File: src/rtl/iterative_alu_if.sv
// Request/response bundle for iterative_alu.
//   master : execute-stage driver (in_valid, alu_control, src1, src2, out_ready)
//   slave  : the ALU (in_ready, out_valid, alu_result, zero, lt)
// XLEN must match the XLEN of the iterative_alu instance it is bound to.
interface iterative_alu_if #(
  parameter int XLEN = 32
);
  logic            in_valid;
  logic            in_ready;
  logic [4:0]      alu_control;
  logic [XLEN-1:0] src1;
  logic [XLEN-1:0] src2;
  logic            out_valid;
  logic            out_ready;
  logic [XLEN-1:0] alu_result;
  logic            zero;
  logic            lt;

  modport master (
    output in_valid, alu_control, src1, src2, out_ready,
    input  in_ready, out_valid, alu_result, zero, lt
  );

  modport slave (
    input  in_valid, alu_control, src1, src2, out_ready,
    output in_ready, out_valid, alu_result, zero, lt
  );
endinterface

File: src/rtl/iterative_alu.sv
// Handshaked integer ALU: RV32I arithmetic/logic/shift/compare in one cycle,
// RV32M multiply/divide iterated over XLEN cycles (shift-add / restoring,
// both on magnitudes with a sign fix-up folded into the final iteration).
//
// Ports:
//   clk    rising-edge clock
//   rst_n  asynchronous active-low reset
//   kill   synchronous flush; drops any in-flight op, alu_result kept
//   bus    iterative_alu_if.slave: in_valid/in_ready request with
//          alu_control/src1/src2, out_valid/out_ready response with
//          alu_result/zero/lt (all response fields registered)
//
// state | meaning
// ------+------------------------------------------------------------
// IDLE  | in_ready=1, waiting for a request
// BUSY  | mul/div iterating, cnt_q counts down the remaining iterations
// DONE  | out_valid=1, result held until out_ready
module iterative_alu #(
  parameter int XLEN = 32
) (
  input  logic            clk,
  input  logic            rst_n,
  input  logic            kill,
  iterative_alu_if.slave  bus
);
  localparam int SHW = $clog2(XLEN);

  localparam logic [4:0] OP_ADD  = 5'd0;
  localparam logic [4:0] OP_SUB  = 5'd1;
  localparam logic [4:0] OP_AND  = 5'd2;
  localparam logic [4:0] OP_OR   = 5'd3;
  localparam logic [4:0] OP_XOR  = 5'd4;
  localparam logic [4:0] OP_SLL  = 5'd5;
  localparam logic [4:0] OP_SRL  = 5'd6;
  localparam logic [4:0] OP_SRA  = 5'd7;
  localparam logic [4:0] OP_SLT  = 5'd8;
  localparam logic [4:0] OP_SLTU = 5'd9;

  typedef enum logic [1:0] {IDLE, BUSY, DONE} state_t;

  state_t          state;
  logic            in_ready_q;
  logic            out_valid_q;
  logic [XLEN-1:0] result_q;
  logic            zero_q;
  logic            lt_q;

  // Iteration context
  logic [SHW-1:0]  cnt_q;
  logic [2:0]      op_q;       // alu_control[2:0]; bit 2 selects divide
  logic            neg_q;      // product / quotient needs negating
  logic            neg_rem_q;  // remainder needs negating (dividend sign)
  logic            lt_cap_q;   // lt of the captured operands
  logic [XLEN-1:0] hi_q;       // mul: upper accumulator, div: partial remainder
  logic [XLEN-1:0] lo_q;       // mul: multiplier / low product, div: dividend / quotient
  logic [XLEN-1:0] opb_q;      // mul: multiplicand magnitude, div: divisor magnitude

  // ---------------- request decode ----------------
  logic [4:0]      op;
  logic [XLEN-1:0] a;
  logic [XLEN-1:0] b;
  logic [SHW-1:0]  shamt;
  logic            lt_in;
  logic            is_mdu;
  logic            is_div;
  logic            div_zero;
  logic            div_ovf;
  logic            signed_a;
  logic            signed_b;
  logic            sign_a;
  logic            sign_b;
  logic [XLEN-1:0] mag_a;
  logic [XLEN-1:0] mag_b;
  logic [XLEN-1:0] base_res;
  logic [XLEN-1:0] direct_res;

  assign op       = bus.alu_control;
  assign a        = bus.src1;
  assign b        = bus.src2;
  assign shamt    = b[SHW-1:0];
  assign lt_in    = $signed(a) < $signed(b);
  assign is_mdu   = (op[4:3] == 2'b10);
  assign is_div   = is_mdu && op[2];
  assign div_zero = is_div && (b == '0);
  // Only DIV/REM (op[0]==0) are signed and can overflow.
  assign div_ovf  = is_div && !op[0] && (a == {1'b1, {(XLEN-1){1'b0}}}) && (b == '1);

  // MULH signs both operands, MULHSU only src1; DIV/REM sign both.
  assign signed_a = op[2] ? !op[0] : ((op[1:0] == 2'b01) || (op[1:0] == 2'b10));
  assign signed_b = op[2] ? !op[0] : (op[1:0] == 2'b01);
  assign sign_a   = signed_a && a[XLEN-1];
  assign sign_b   = signed_b && b[XLEN-1];
  // The most negative value maps onto itself, which is its correct unsigned magnitude.
  assign mag_a    = sign_a ? -a : a;
  assign mag_b    = sign_b ? -b : b;

  always_comb begin
    base_res = '0;
    case (op)
      OP_ADD:  base_res = a + b;
      OP_SUB:  base_res = a - b;
      OP_AND:  base_res = a & b;
      OP_OR:   base_res = a | b;
      OP_XOR:  base_res = a ^ b;
      OP_SLL:  base_res = a << shamt;
      OP_SRL:  base_res = a >> shamt;
      OP_SRA:  base_res = $unsigned($signed(a) >>> shamt);
      OP_SLT:  base_res = {{(XLEN-1){1'b0}}, lt_in};
      OP_SLTU: base_res = {{(XLEN-1){1'b0}}, (a < b)};
      default: base_res = '0;
    endcase
  end

  // Results that bypass the iteration: base ops, div-by-zero, signed overflow.
  always_comb begin
    direct_res = base_res;
    if (div_zero)
      direct_res = op[1] ? a : '1;
    else if (div_ovf)
      direct_res = op[1] ? '0 : a;
  end

  // ---------------- one iteration ----------------
  logic [XLEN:0]     mul_sum;
  logic [XLEN:0]     div_shift;
  logic [XLEN:0]     div_diff;
  logic [XLEN-1:0]   step_hi;
  logic [XLEN-1:0]   step_lo;

  assign mul_sum   = {1'b0, hi_q} + ({1'b0, opb_q} & {(XLEN+1){lo_q[0]}});
  assign div_shift = {hi_q, lo_q[XLEN-1]};
  // Partial remainder stays below the divisor, so bit XLEN of the
  // difference is a clean borrow flag.
  assign div_diff  = div_shift - {1'b0, opb_q};

  always_comb begin
    step_hi = hi_q;
    step_lo = lo_q;
    if (op_q[2]) begin
      step_hi = div_diff[XLEN] ? div_shift[XLEN-1:0] : div_diff[XLEN-1:0];
      step_lo = {lo_q[XLEN-2:0], ~div_diff[XLEN]};
    end else begin
      step_hi = mul_sum[XLEN:1];
      step_lo = {mul_sum[0], lo_q[XLEN-1:1]};
    end
  end

  // Sign fix-up applied to the values produced by the last iteration.
  logic [2*XLEN-1:0] prod;
  logic [2*XLEN-1:0] prod_fix;
  logic [XLEN-1:0]   quot_fix;
  logic [XLEN-1:0]   rem_fix;
  logic [XLEN-1:0]   iter_res;

  assign prod     = {step_hi, step_lo};
  assign prod_fix = neg_q ? -prod : prod;
  assign quot_fix = neg_q ? -step_lo : step_lo;
  assign rem_fix  = neg_rem_q ? -step_hi : step_hi;

  always_comb begin
    iter_res = '0;
    if (op_q[2])
      iter_res = op_q[1] ? rem_fix : quot_fix;
    else if (op_q[1:0] == 2'b00)
      iter_res = prod_fix[XLEN-1:0];
    else
      iter_res = prod_fix[2*XLEN-1:XLEN];
  end

  // ---------------- FSM ----------------
  always_ff @(posedge clk or negedge rst_n) begin
    if (!rst_n) begin
      state       <= IDLE;
      in_ready_q  <= 1'b1;
      out_valid_q <= 1'b0;
      result_q    <= '0;
      zero_q      <= 1'b1;
      lt_q        <= 1'b0;
      cnt_q       <= '0;
      op_q        <= '0;
      neg_q       <= 1'b0;
      neg_rem_q   <= 1'b0;
      lt_cap_q    <= 1'b0;
      hi_q        <= '0;
      lo_q        <= '0;
      opb_q       <= '0;
    end else if (kill) begin
      state       <= IDLE;
      in_ready_q  <= 1'b1;
      out_valid_q <= 1'b0;
    end else begin
      case (state)
        IDLE: begin
          if (bus.in_valid && in_ready_q) begin
            in_ready_q <= 1'b0;
            op_q       <= op[2:0];
            lt_cap_q   <= lt_in;
            if (is_mdu && !div_zero && !div_ovf) begin
              state     <= BUSY;
              cnt_q     <= SHW'(XLEN - 1);
              neg_q     <= sign_a ^ sign_b;
              neg_rem_q <= sign_a;
              hi_q      <= '0;
              lo_q      <= mag_a;
              opb_q     <= mag_b;
            end else begin
              state       <= DONE;
              out_valid_q <= 1'b1;
              result_q    <= direct_res;
              zero_q      <= (direct_res == '0);
              lt_q        <= lt_in;
            end
          end
        end
        BUSY: begin
          hi_q <= step_hi;
          lo_q <= step_lo;
          if (cnt_q == '0) begin
            state       <= DONE;
            out_valid_q <= 1'b1;
            result_q    <= iter_res;
            zero_q      <= (iter_res == '0);
            lt_q        <= lt_cap_q;
          end else begin
            cnt_q <= cnt_q - 1'b1;
          end
        end
        DONE: begin
          if (bus.out_ready) begin
            state       <= IDLE;
            in_ready_q  <= 1'b1;
            out_valid_q <= 1'b0;
          end
        end
        default: begin
          state       <= IDLE;
          in_ready_q  <= 1'b1;
          out_valid_q <= 1'b0;
        end
      endcase
    end
  end

  assign bus.in_ready   = in_ready_q;
  assign bus.out_valid  = out_valid_q;
  assign bus.alu_result = result_q;
  assign bus.zero       = zero_q;
  assign bus.lt         = lt_q;
endmodule

File: src/flat_wrapper.sv
// flat-port wrapper written by rule: the top's interface ports become plain ports
module iterative_alu_flat 
#(
  parameter int XLEN = 32
)
  (clk, rst_n, kill, bus_in_valid, bus_alu_control, bus_src1, bus_src2, bus_out_ready, bus_in_ready, bus_out_valid, bus_alu_result, bus_zero, bus_lt);
  iterative_alu_if #(.XLEN(XLEN)) bus_i ();
  input  logic clk;
  input  logic rst_n;
  input  logic kill;
  input wire logic [$bits(bus_i.in_valid)-1:0] bus_in_valid;
  input wire logic [$bits(bus_i.alu_control)-1:0] bus_alu_control;
  input wire logic [$bits(bus_i.src1)-1:0] bus_src1;
  input wire logic [$bits(bus_i.src2)-1:0] bus_src2;
  input wire logic [$bits(bus_i.out_ready)-1:0] bus_out_ready;
  output wire logic [$bits(bus_i.in_ready)-1:0] bus_in_ready;
  output wire logic [$bits(bus_i.out_valid)-1:0] bus_out_valid;
  output wire logic [$bits(bus_i.alu_result)-1:0] bus_alu_result;
  output wire logic [$bits(bus_i.zero)-1:0] bus_zero;
  output wire logic [$bits(bus_i.lt)-1:0] bus_lt;
  assign bus_i.in_valid = bus_in_valid;
  assign bus_i.alu_control = bus_alu_control;
  assign bus_i.src1 = bus_src1;
  assign bus_i.src2 = bus_src2;
  assign bus_i.out_ready = bus_out_ready;
  assign bus_in_ready = bus_i.in_ready;
  assign bus_out_valid = bus_i.out_valid;
  assign bus_alu_result = bus_i.alu_result;
  assign bus_zero = bus_i.zero;
  assign bus_lt = bus_i.lt;
  iterative_alu #(.XLEN(XLEN)) u_core (.clk(clk), .rst_n(rst_n), .kill(kill), .bus(bus_i));
endmodule
File: config.mk
export PLATFORM = sky130hd
export DESIGN_NAME = iterative_alu_flat
export DESIGN_NICKNAME = d
export VERILOG_FILES = /design/src/rtl/iterative_alu_if.sv /design/src/rtl/iterative_alu.sv /design/src/flat_wrapper.sv
export SDC_FILE = /design/constraint.sdc
export NUM_CORES = 1
export LEC_CHECK = 0
export BUFFER_PORTS_ARGS = -buffer_cell sky130_fd_sc_hd__buf_2
export CAP_MARGIN = 5
export CELL_PAD_IN_SITES_DETAIL_PLACEMENT = 1
export CELL_PAD_IN_SITES_GLOBAL_PLACEMENT = 1
export CORE_MARGIN = 2
export CORE_UTILIZATION = 47
export CTS_CLUSTER_DIAMETER = 80
export DETAILED_ROUTE_END_ITERATION = 6
export PLACE_DENSITY = 0.78
export SYNTH_ARGS = -nofsm -noshare
export SYNTH_HDL_FRONTEND = slang
export SYNTH_SLANG_ARGS = --single-unit
File: constraint.sdc
create_clock -name clk -period 9.7 [get_ports clk]
set_input_delay 0.485 -clock clk [delete_from_list [all_inputs] [get_ports clk]]
set_output_delay 0.485 -clock clk [all_outputs]
set_load 0.01 [all_outputs]
==> results.cfg <==
[floorplan]
die_h_um = 234.5
pin_count = 110
start_util = 0.4750
coreArea_mm2 = 0.05255
row_count = 84
die_area_mm2 = 0.05497
die_w_um = 234.5

[global_routing]
first_global_vias = 29010
track_usage = 0.4673
grt_max_degree = 88
grt_pass1_wl_um = 191700
antenna_found_initial = 3
grt-ovfl-total = 0

[power_and_ir_drop]
p_leak_nw = 11.32
cell_internal_pwr_mw = 2.957
p_seq_frac = 0.153
clkPwrFrac = 0.097
switchingPower_mw = 4.127
p_total_mw = 7.085
powerDensity_mw_per_mm2 = 267.6
switching_share = 0.5826
irDropWorstVdd_uv = 145.5
combPwrFrac = 0.750

[worst_setup_path]
arrival_ns = 7.82
slowest_stage = a21oi_4
required_ns = 10.12
crit_type = reg -> reg
worstReg2RegStart = u_core.hi_q[10]$_DFFE_PN0P_
worst-path-buf-inv = 0
crit_top_cell = a21oi_1
crit_chain = ha_1 > a21oi_1 > o21ai_0 > a21oi_1 > a21bo_1 > a21oi_4 > mux2i_2 > a21oi_1 > ha_1 > o2111ai_1 > nor2_1 > nand4_1 > nor2_1 > and2_1 > nand2b_1 > xnor2_1 > a21oi_1 > a21oi_1 > or4bb_1 > nor4_1 > nand4_1 > nor4_1 > a211o_1
max_stage_delay_ns = 0.64
cp_top_family = compound AO/OA/AOI/OAI gates
critical_path.startpoint_type = register
path_max_fanout = 16
worst_setup_path_end_kind = register
startpoint = u_core.hi_q[10]$_DFFE_PN0P_

[clock_network]
cts-buffers-inserted = 17
cts_hold_buffers = 0
cts_tree = built
cts.sinks = 145
path_clk_slew_ns = 0.07
clk_path_buf_depth = 2
ctsResizeCount = 0
cts_setup_buffers = 0
cts_root_buffer = clkbuf_16
insertion_delay_ns = 0.47
cts.htree.levels = 4

[sta]
finalHoldViolCount = 0
finalMaxSlewViolations = 0
worst_pin_slew_ns = 1.402
setup_viol = 0
slew-limit-headroom = 0.04147
fin_skew_ns = 0.01921
rsz0062_at_grt = no
min_period_ns = 7.400
fin_crit_sh = 0.7629
setup_tns_ns = 0
fmax_ghz = 0.1351

[yosys]
yosys.area.top_type = dfrtp_1
synthTopCellsByArea = dfrtp_1 14%, ha_1 8.6%, mux4_2 5.8%
yosysUniqueCellTypes = 113
synth_cells = 3419
syn_area_per_cell_um2 = 7.301
synth_common_cells = 376 x nor2_1, 328 x nand2_1, 271 x a21oi_1, 262 x o21ai_0, 190 x clkbuf_1
netlist_area_mm2 = 0.02496
synthFlopType = dfrtp_1
synth_edf_count = 0
synth-seq-cells = 145
async_reset_ff_frac = 1.000
syn_nets = 3669
synth_top_area_share = 0.1434
ys_warn_count = 0
synth-seq-area-share = 0.1455
yosysMostFrequentCell = nor2_1

[detailed_routing]
vias = 29610
drt_iter0_markers = 3546
drcViolationCount = 1
drt-total-wl_um = 130500
ant_nets = 0
wl_per_cell_um = 32.13
viasPerCell = 7.287
drtPass1Iterations = 7

[finish]
nets = 3611
layout.area.seq_mm2 = 0.003635
multi_input_area_mm2 = 0.01980
drive_gt1_frac = 0.1162
syn_to_final_growth_pct = 6.070
final_area_mm2 = 0.02648
n_fill_cell = 6715

[worst_hold_path]
hp-class = in -> async

[run]
drv_cap = 0

[run_status]
violations = DRC
outcome = complete, but fails checks

[placed_design]
placed_cell_area_mm2 = 0.02589
portBuffers = 109
place_congestion = 1.082
hpwl_um = 99890
## path summary, 6_finish.rpt
path	endpoint	slack [ns]	depth (start not counted)
setup / recovery	u_core.bus.zero$_DFFE_PN1P_	2.30	23
hold / removal	u_core.hi_q[19]$_DFFE_PN0P_	0.08	1
setup reg to reg	u_core.bus.zero$_DFFE_PN1P_	2.30	23
hold reg to reg	u_core.bus.alu_result[9]$_DFFE_PN0P_	0.49	2
max in group asynchronous	u_core.op_q[2]$_DFFE_PN0P_	8.17	2
min in group clk	u_core.state[1]$_DFFE_PN0P_	0.23	2
## layout make-up
cell class	count	area share
Antenna cell	1	0.00009451
Clock buffer	18	0.01659
Clock inverter	14	0.005292
Inverter	155	0.02197
Multi-Input combinational cell	2871	0.7477
Sequential cell	145	0.1373
Tap cell	688	0.03251
Timing Repair Buffer	171	0.03861
## logic make-up (layout without fill, tap and decap cells)
group / Yosys count / count (layout) / share of synthesized area
AO/OA/AOI/OAI: 1106 / 1106 / 0.2918
buffers and inverters: 403 / 358 / 0.06416
adder cells (fa/ha/maj): 176 / 176 / 0.08942
AND/OR/NAND/NOR: 1238 / 1238 / 0.2418
flip-flops: 145 / 145 / 0.1455
XOR/XNOR: 169 / 169 / 0.05960
multiplexers: 182 / 182 / 0.1078
other: 0 / 1 / 0
## flip-flops by register name, summed over array words and instances, names as in the netlist, 2 cells and up
name,flops
u_core.cnt_q,5
u_core.hi_q,32
u_core.bus.alu_result,32
u_core.opb_q,32
u_core.op_q,3
u_core.state,2
u_core.lo_q,32
## power groups by stage
stage / Clock (mW) / Sequential (mW) / Combinational, mW
3_3_place_gp: 0 / 1.06 / 4.96
2_1_floorplan: 0 / 0.989 / 3.41
5_1_grt: 0.714 / 1.10 / 5.62
4_1_cts: 0.691 / 1.07 / 5.13
6_report: 0.689 / 1.08 / 5.31
3_5_place_dp: 0 / 1.08 / 5.08
## metal layers
metal	global-route usage	vias up	part of all wire
li1	-	12530	-
met1	0.5705	14660	0.37
met2	0.7289	1885	0.44
met3	0.1091	529	0.11
met4	0.3221	4	0.081
met5	0	-	0.00015
## metrics by stage
step | std cells | utilization | setup WS, ns | hold slack, ns
after floorplan | 3419 | - | 3.548 | 0.1894
after global placement | 4029 | 0.4926 | 2.708 | 0.4585
after detailed placement | 4029 | 0.4926 | 2.551 | 0.4759
after CTS | 4061 | 0.5037 | 2.460 | 0.1319
after global routing | 4062 | 0.5038 | 1.944 | 0.1623
final | 4063 | 0.5039 | 2.300 | 0.08332
## layout by cell type, fill, tap and decap left out, types with 63 or more instances in the layout
master	count
nor3_1	107
nor2_1	376
a21oi_1	270
mux4_2	64
buf_2	106
xnor2_1	124
nand3_1	66
buf_4	63
inv_1	151
o21ai_0	262
and2_1	65
dfrtp_1	142
mux2i_1	80
nand2_1	326
ha_1	172
Power figures use the tool's default switching activity.
